$ cat src/rtl/sdram_burst_scheduler.sv
// Round-robin burst scheduler: picks one of two write / two read FIFO ports,
// presents its burst request to the SDRAM controller and steers data strobes.
module sdram_burst_scheduler #(
  parameter int ASIZE      = 22,
  parameter int USEDW_W    = 9,
  parameter int FIFO_DEPTH = 256,
  parameter int BURST      = 8
) (
  input  logic               REF_CLK,
  input  logic               RESET_N,
  input  logic [USEDW_W-1:0] WR1_USEDW,
  input  logic [USEDW_W-1:0] WR2_USEDW,
  input  logic [USEDW_W-1:0] RD1_USEDW,
  input  logic [USEDW_W-1:0] RD2_USEDW,
  input  logic               RD1_EN,
  input  logic               RD2_EN,
  input  logic [ASIZE-1:0]   WR1_START_ADDR,
  input  logic [ASIZE-1:0]   WR2_START_ADDR,
  input  logic [ASIZE-1:0]   RD1_START_ADDR,
  input  logic [ASIZE-1:0]   RD2_START_ADDR,
  input  logic [ASIZE-1:0]   WR1_MAX_ADDR,
  input  logic [ASIZE-1:0]   WR2_MAX_ADDR,
  input  logic [ASIZE-1:0]   RD1_MAX_ADDR,
  input  logic [ASIZE-1:0]   RD2_MAX_ADDR,
  input  logic               WR1_LOAD,
  input  logic               WR2_LOAD,
  input  logic               RD1_LOAD,
  input  logic               RD2_LOAD,
  input  logic               DONE,
  input  logic               IN_REQ,
  input  logic               OUT_VALID,
  output logic [ASIZE-1:0]   ADDR,
  output logic               WR,
  output logic               RD,
  output logic [7:0]         LENGTH,
  output logic               WR1_POP,
  output logic               WR2_POP,
  output logic               RD1_PUSH,
  output logic               RD2_PUSH,
  output logic [1:0]         GRANT,
  output logic               BUSY
);

  localparam logic [1:0] S_IDLE = 2'd0;
  localparam logic [1:0] S_REQ  = 2'd1;
  localparam logic [1:0] S_GAP  = 2'd2;

  localparam logic [USEDW_W:0] WR_MIN = (USEDW_W+1)'(BURST);
  localparam logic [USEDW_W:0] RD_MAX = (USEDW_W+1)'(FIFO_DEPTH - BURST);
  localparam logic [ASIZE+1:0] BURST_A = (ASIZE+2)'(BURST);

  logic [1:0]       state_q, state_d;
  logic [1:0]       grant_q, grant_d;
  logic [1:0]       last_grant_q, last_grant_d;
  logic [ASIZE-1:0] addr_q, addr_d;
  logic             wr_q, wr_d;
  logic             rd_q, rd_d;
  logic [ASIZE-1:0] ptr_q [4];
  logic [ASIZE-1:0] ptr_d [4];

  logic [ASIZE-1:0] start_a [4];
  logic [ASIZE-1:0] max_a [4];
  logic [3:0]       load_a;
  logic [3:0]       elig;
  logic             win_valid;
  logic [1:0]       win;

  assign start_a[0] = WR1_START_ADDR;
  assign start_a[1] = WR2_START_ADDR;
  assign start_a[2] = RD1_START_ADDR;
  assign start_a[3] = RD2_START_ADDR;
  assign max_a[0]   = WR1_MAX_ADDR;
  assign max_a[1]   = WR2_MAX_ADDR;
  assign max_a[2]   = RD1_MAX_ADDR;
  assign max_a[3]   = RD2_MAX_ADDR;
  assign load_a     = {RD2_LOAD, RD1_LOAD, WR2_LOAD, WR1_LOAD};

  assign elig[0] = {1'b0, WR1_USEDW} >= WR_MIN;
  assign elig[1] = {1'b0, WR2_USEDW} >= WR_MIN;
  assign elig[2] = RD1_EN && ({1'b0, RD1_USEDW} <= RD_MAX);
  assign elig[3] = RD2_EN && ({1'b0, RD2_USEDW} <= RD_MAX);

  // Wrap to START when the burst after this one would cross MAX.
  function automatic logic [ASIZE-1:0] ptr_advance(input logic [ASIZE-1:0] ptr,
                                                   input logic [ASIZE-1:0] start,
                                                   input logic [ASIZE-1:0] max);
    logic [ASIZE+1:0] nxt;
    nxt = {2'b00, ptr} + BURST_A;
    if (nxt + BURST_A > {2'b00, max}) return start;
    return nxt[ASIZE-1:0];
  endfunction

  // Scan from farthest to nearest so the port right after last_grant wins.
  always_comb begin
    // NOTE: every combinational output gets a default first, so no latch is inferred.
    win_valid = 1'b0;
    win       = last_grant_q;
    for (int i = 4; i >= 1; i--) begin
      if (elig[last_grant_q + 2'(i)]) begin
        win_valid = 1'b1;
        win       = last_grant_q + 2'(i);
      end
    end
  end

  always_comb begin
    state_d      = state_q;
    grant_d      = grant_q;
    last_grant_d = last_grant_q;
    addr_d       = addr_q;
    wr_d         = wr_q;
    rd_d         = rd_q;
    case (state_q)
      S_IDLE: if (win_valid) begin
        grant_d      = win;
        last_grant_d = win;
        addr_d       = ptr_q[win];
        wr_d         = ~win[1];
        rd_d         = win[1];
        state_d      = S_REQ;
      end
      S_REQ: if (DONE) begin
        wr_d    = 1'b0;
        rd_d    = 1'b0;
        state_d = S_GAP;
      end
      S_GAP: if (!DONE) state_d = S_IDLE;
      default: state_d = S_IDLE;
    endcase
  end

  always_comb begin
    for (int i = 0; i < 4; i++) begin
      ptr_d[i] = ptr_q[i];
      if (load_a[i])
        ptr_d[i] = start_a[i];
      else if (state_q == S_REQ && DONE && grant_q == 2'(i))
        ptr_d[i] = ptr_advance(ptr_q[i], start_a[i], max_a[i]);
    end
  end

  always_ff @(posedge REF_CLK) begin
    // NOTE: sequential state uses non-blocking assignments only.
    if (!RESET_N) begin
      state_q      <= S_IDLE;
      grant_q      <= 2'd0;
      last_grant_q <= 2'd3;
      addr_q       <= '0;
      wr_q         <= 1'b0;
      rd_q         <= 1'b0;
      for (int i = 0; i < 4; i++) ptr_q[i] <= start_a[i];
    end else begin
      state_q      <= state_d;
      grant_q      <= grant_d;
      last_grant_q <= last_grant_d;
      addr_q       <= addr_d;
      wr_q         <= wr_d;
      rd_q         <= rd_d;
      for (int i = 0; i < 4; i++) ptr_q[i] <= ptr_d[i];
    end
  end

  assign BUSY     = (state_q != S_IDLE);
  assign ADDR     = addr_q;
  assign WR       = wr_q;
  assign RD       = rd_q;
  assign GRANT    = grant_q;
  assign LENGTH   = 8'(BURST);
  assign WR1_POP  = IN_REQ    & BUSY & (grant_q == 2'd0);
  assign WR2_POP  = IN_REQ    & BUSY & (grant_q == 2'd1);
  assign RD1_PUSH = OUT_VALID & BUSY & (grant_q == 2'd2);
  assign RD2_PUSH = OUT_VALID & BUSY & (grant_q == 2'd3);

endmodule

$ cat config.mk
export PLATFORM = sky130hd
export DESIGN_NAME = sdram_burst_scheduler
export DESIGN_NICKNAME = d
export VERILOG_FILES = /design/src/rtl/sdram_burst_scheduler.sv
export SDC_FILE = /design/constraint.sdc
export NUM_CORES = 1
export LEC_CHECK = 0
export ABC_AREA = 1
export CORE_ASPECT_RATIO = 1.4
export CORE_MARGIN = 3
export CORE_UTILIZATION = 25
export DETAILED_ROUTE_END_ITERATION = 12
export PLACE_DENSITY_LB_ADDON = 0.12
export SYNTH_ARGS = -nofsm -noshare
export SYNTH_HDL_FRONTEND = slang
export SYNTH_SLANG_ARGS = --single-unit
$ cat constraint.sdc
create_clock -name REF_CLK -period 4.2 [get_ports REF_CLK]
set_input_delay 0.42 -clock REF_CLK [delete_from_list [all_inputs] [get_ports REF_CLK]]
set_output_delay 0.42 -clock REF_CLK [all_outputs]
set_load 0.01 [all_outputs]
==> metrics.cfg, run 1 <==
[floorplanning]
start_util_pct = 25.3
coreArea_um2 = 49000
die_y_um = 270
fp-row-count = 96
die_area_um2 = 52400
die_w_um = 194
io_pins = 262

[global_route]
grt_use_total_pct = 17.5
grt_max_degree = 44
grtUsageMet2_pct = 35.3
grt-busiest-layer = met2
antenna_found_initial = 0
first_global_vias = 13100
grt-ovfl-total = 0
grt_pass1_wl_um = 71300
grt_use_met1_pct = 18.4
grtUsageMet3_pct = 2.21

[route]
drt-pass1-iter-count = 5
finalWirelength_um = 46800
drt_iter0_drc = 488
antenna_left = 0
drc = 0
post_drt_wl_per_cell_um = 16.3
avgViaCountPerCell = 4.50
vias = 12900

[synth]
synth_edf_count = 88
yosysSeqAreaShare_pct = 26.1
synth_area_leader_cell = edfxtp_1
synth_flop_cell = edfxtp_1
avgSynthCellArea_um2 = 6.49
syn_area_um2 = 12400
synth_cells = 1911
synthTopCellsByArea = edfxtp_1 (21%), nand2_1 (15%), inv_1 (10%)
yosys.area.top_type_share_pct = 21.3
synth-seq-cells = 118
ys_warn_count = 0
ys_types = 50
synth-async-reset-ratio_pct = 0

[place]
gp_congestion = 0.870
hpwlAfterDp_um = 39300
port-buffer-count = 247

[sta]
hold_violations = 0
slew_headroom_pct = 43.1
layout_min_cycle_time_ps = 3980
fmax_mhz = 252
hold_slack_ps = 495
tightest_slew_ps = 851
setup_violations = 0
fin_skew_ps = 7.30
period_share_pct = 94.7
maxSlewViolCount = 0

[critical_path]
path_cells = ha_2, nand3_1, inv_2, nand2_2, nor2_4, xor2_2, inv_1, nor2_1, nand4_1, nor2_2, nand3_1, xnor2_1, ha_1, nand2_1, inv_2, nand4_1, nor2_1, nand3_1, a21oi_2, nand3_2, buf_2, nand2_1, nand2_1
crit_path_end_kind = flip-flop
cp_slowest_cell = edfxtp_1
path_class = flip-flop to flip-flop
worst_setup_path_start_kind = flip-flop
path_delay_family = simple AND/OR/NAND/NOR gates
critPathArrivalTime_ps = 4180
path_buf_inv = 4
cp.required_ps = 4400
max_stage_delay_ps = 440
cp_max_fo = 7

[clock_tree]
clock_latency_ps = 450
clock_path_buffers = 2
cts_tree = built
cts_sinks = 118
ctsRootBufferMaster = clkbuf_16
clk_pin_slew_ps = 60
h-tree-depth = 4
numCtsBuffers = 17

[cells_and_area]
drive_gt1_share_pct = 10.5
layout.cells.most_common = nand2_1
num-nets-final = 2536
final_cell_mix = nand2_1 (499), inv_1 (343), clkdlybuf4s50_1 (247), nand3_1 (220), nor2_1 (167)
diodes = 0
area_delta_synth_final_pct = 37.2
post-route-util_pct = 34.7

[worst_hold_path]
hold_class = flip-flop to flip-flop

[power_and_ir_drop]
powerDensity_nw_per_um2 = 342
power.leakage_nw = 8.47
total_power_w = 0.00581
peakVddDrop_uv = 295

[outcome]
status = complete, no violations

[job]
maxCapViolations = 0

[routing by layer]
| metal | vias to the layer above | routed length [um] |
|---|---|---|
| met5 | - | 0 |
| met1 | 5909 | 18000 |
| met4 | 0 | 1070 |
| met2 | 214 | 26600 |
| met3 | 51 | 1130 |
| li1 | 6715 | - |
[state kept, by name, summed over array words and instances, names as in the netlist]
name and count:
GRANT 2, ptr_q 88, ADDR 22, RD 1
last_grant_q 2, state_q 2, WR 1
[worst register-to-register path, cell delays in order, from the launching register on]
cell and delay, ps:
edfxtp_1 440, ha_2 230, nand3_1 100, inv_2 90, nand2_2 100, nor2_4 140
xor2_2 190, inv_1 90, nor2_1 110, nand4_1 260, nor2_2 230, nand3_1 100
xnor2_1 150, ha_1 290, nand2_1 70, inv_2 80, nand4_1 140, nor2_1 110
nand3_1 100, a21oi_2 180, nand3_2 160, buf_2 240, nand2_1 70, nand2_1 40
[logic make-up after synthesis]
group	count (synthesis)	share of synthesized area (%)
compound gates	94	4.20
xor+xnor	98	7.31
fa+ha+maj	96	9.68
buf+inv	424	13.8
flops	118	26.1
mux	1	0.0807
other cells	2	0.0605
simple gates	1078	38.7
[per-stage QoR]
stage                     setup WS [ps]  instance area (um2)  cells  TNS, ps
after floorplan                     296                12400   1917        0
after global placement              110                16000   2819        0
after detailed placement           50.8                16000   2819        0
after CTS                          33.0                16700   2851        0
after global routing              -53.8                17000   2867     -803
final                               224                17000   2867        0
[path summary, 6_finish.rpt]
kind,startpoint,slack [ps],depth (start not counted),endpoint
worst max-delay path,ptr_q[2][3],220,23,ptr_q[2][18]
worst min register to register,RD,500,2,RD
worst min-delay path,RD,500,2,RD
worst max register to register,ptr_q[2][3],220,23,ptr_q[2][18]
[cell usage after synthesis, types with 9 or more instances]
library cell / instances
nand2_1: 502
inv_1: 345
nand3_1: 224
nor2_1: 181
ha_1: 96
edfxtp_1: 88
nand4_1: 83
xor2_1: 80
a21oi_1: 48
nor3_1: 37
dfxtp_1: 30
clkbuf_1: 29
o21ai_0: 21
inv_2: 13
xnor2_1: 13
buf_4: 12
nor2_2: 12
buf_6: 10
buf_1: 9
[layout make-up]
class,instances,area (um2)
fillers,5370,32000
flip-flops and latches,118,3240
well taps,637,797
inverters,359,1350
clock inverters,6,37.5
multi-input cells,1375,7730
clock buffers,26,628
repair buffers,346,3240
[what timing repair did]
item                       4_1_cts  5_1_grt
hold buffers                     0        0
setup endpoints to repair        0      100
setup buffers                    0       15
gates resized for setup          0       56
[report_power, final]
group,switching [W],internal (W)
Clock,0.000603,0.00103
Combinational,0.00151,0.00102
Sequential,0.000185,0.00146
Note: power is estimated with default switching activity, not from simulation.
==> run 2: changes to the inputs <==
- CORE_UTILIZATION: 25 -> 48
==> run 2 against run 1 <==
Compared with the run above:
- first-iteration DRC count rose by 91%
- hold slack better by 27 ps
- cell area is 5.1% lower
- sequential cell count unchanged
- total power is 3.6% lower
- die area fell by 47%
==> metrics.cfg, run 2 (synthesis gave the netlist of run 1 again) <==
[critical_path]
reg2reg_from = ptr_q[0][3]
rr_worst_depth = 25  ; +8.7%
r2r-end = ptr_q[0][9]
cp_max_fo = 12  ; +5
rrSetupSlack_ps = 230  ; about the same
worst_setup_path_start_kind = flip-flop
critPathArrivalTime_ps = 4150  ; -30 ps
path_class = flip-flop to flip-flop
crit_path_end_kind = flip-flop
cp.required_ps = 4380  ; -20 ps

[floorplanning]
coreArea_um2 = 25400  ; -48%
die_area_um2 = 27800  ; -47%
die_y_um = 196  ; -27%
start_util_pct = 48.9  ; +24 points
die_w_um = 142  ; -27%
fp-row-count = 69  ; -28%
io_pins = 262  ; unchanged

[place]
hpwlAfterDp_um = 31500  ; -20%
placed_area_um2 = 15300  ; -4.3%
port-buffer-count = 247  ; unchanged
dp_cells = 2465  ; -13%
gp_congestion = 0.896  ; +3.1%

[global_route]
grt-ovfl-total = 0  ; unchanged
antenna_found_initial = 0  ; unchanged
grt_use_total_pct = 26.9  ; +9.5 points
first_global_vias = 12500  ; -4.6%
grt_max_degree = 44  ; unchanged
grt_pass1_wl_um = 60700  ; -15%

[route]
post_drt_wl_per_cell_um = 15.2  ; -6.6%
drc = 0  ; unchanged
finalWirelength_um = 38200  ; -18%
drt-pass1-iter-count = 6  ; +1
antenna_left = 0  ; unchanged
drt_iter0_drc = 930  ; +91%
vias = 12900  ; -0.14%
avgViaCountPerCell = 5.13  ; +14%

[sta]
hold_violations = 0  ; unchanged
setup_tns_ps = 0  ; unchanged
layout_min_cycle_time_ps = 3970  ; -10.1 ps
hold_slack_ps = 523  ; +27.2 ps
tightest_slew_ps = 789  ; -62.0 ps
maxSlewViolCount = 0  ; unchanged
fmax_mhz = 252  ; +0.25%
setup_violations = 0  ; unchanged
slew_headroom_pct = 47.3  ; +4.2 points
fin_skew_ps = 9.94  ; +2.64 ps
period_share_pct = 94.4  ; -0.24 points

[cells_and_area]
fillers = 2458  ; -54%
drive_gt1_share_pct = 8.09  ; -2.4 points
diodes = 0  ; unchanged
final_cell_mix = nand2_1 (499), inv_1 (343), clkdlybuf4s50_1 (247), nand3_1 (223), nor2_1 (170)
num-nets-final = 2495  ; -1.6%
layout.cells.most_common = nand2_1
area_delta_synth_final_pct = 30.1
regMostFlops = ptr_q
final_cell_area_um2 = 16100  ; -5.1%
largest_reg_flops = 88  ; unchanged
final_cells = 2508  ; -13%

[power_and_ir_drop]
powerDensity_nw_per_um2 = 347  ; +1.6%
peakVddDrop_uv = 280  ; -5.2%
power.leakage_nw = 8.21  ; -3.0%

[clock_tree]
numCtsBuffers = 17  ; unchanged
clk_pin_slew_ps = 60  ; about the same
clock_latency_ps = 440  ; about the same
clock_path_buffers = 2  ; unchanged
cts_hold_buffers = 0  ; unchanged
cts_sinks = 118  ; unchanged
cts_tree = built
h-tree-depth = 4  ; unchanged
ctsRootBufferMaster = clkbuf_16

[job]
maxCapViolations = 0  ; unchanged

[outcome]
status = complete, no violations

[worst_hold_path]
worstHoldEndpoint = state_q[1]
whs_path_depth = 2  ; unchanged
hold_start = state_q[1]
hold_class = flip-flop to flip-flop

-- run 2: cell types whose count changed in the layout (fill, tap and decap cells not counted), sizes merged --
cell | before | now
buf | 99 | 58
bufinv | 0 | 3
clkbuf | 26 | 17
clkinv | 3 | 6
inv | 360 | 363
-- run 2: what timing repair did --
action                     in CTS  in global routing
gates resized for setup         0                 36
setup buffers                   0                 11
setup endpoints to repair       0                100
-- run 2: how the worst max path moves through the flow --
| stage | slack, ps | startpoint | endpoint |
|---|---|---|---|
| CTS | 40 | ptr_q[3][3] | ptr_q[3][1] |
| floorplan | 300 | ptr_q[3][3] | ptr_q[3][11] |
| detailed placement | 70 | ptr_q[3][3] | ptr_q[3][1] |
| global route | -50 | ptr_q[0][3] | ptr_q[0][9] |
| finish | 230 | ptr_q[0][3] | ptr_q[0][9] |
| global placement | 140 | ptr_q[3][3] | ptr_q[3][0] |
-- run 2: layout make-up --
cell class | count | area, um2 | area share (%)
Clock inverter | 15 | 194 | 1.20
Clock buffer | 17 | 425 | 2.63
Timing Repair Buffer | 305 | 2920 | 18.1
Multi-Input combinational cell | 1375 | 7610 | 47.2
Sequential cell | 118 | 3240 | 20.1
Inverter | 359 | 1350 | 8.34
Tap cell | 319 | 399 | 2.47
-- run 2: report_power, final --
group	switching [W]	internal, W	leakage (nW)
Clock	0.000614	0.000948	0.298
Sequential	0.000178	0.00146	1.16
Combinational	0.00143	0.000972	6.76
Total	0.00223	0.00338	8.21
-- run 2: worst max-delay path, stage by stage (launching register included) --
cell and delay, ps:
edfxtp_1 450, ha_2 260, nand3_2 140, nor2_4 180, nand2_2 100, o21ai_0 170, nand2_1 170, nor2_1 160
nor3b_1 210, buf_4 160, xor2_2 150, ha_1 270, nand2_1 110, nor2_1 50, and2_1 150, nor2_1 80
nand2_1 60, nand2_1 50, nand2_1 50, nand2_1 60, nand2_1 60, a21oi_2 160, nand2_2 110, buf_4 200
nand2_1 100, nand2_1 60
-- run 2: metrics by stage --
step	power, W	util (%)	worst slack, ps
2_1_floorplan	0.00310	-	296
6_report	0.00560	63.6	234
4_1_cts	0.00556	62.8	37.5
3_5_place_dp	0.00400	60.3	69.5
3_3_place_gp	0.00396	60.3	145
5_1_grt	0.00598	63.6	-49.3
-- run 2: routing by layer --
layer  vias to the layer above  share of wire (%)  GRT usage, %
met5                         -                  0             0
met4                         0                2.5          7.72
met3                        67                5.0          3.76
met2                       359                 53          50.7
met1                      5817                 39          31.3
li1                       6628                  -             -
==> run 3: changes to the inputs <==
- ABC_CLOCK_PERIOD_IN_PS: not set -> 4200
==> results of run 3 <==
Same layout as run 2: the final DEF is identical, and so are final timing and power.
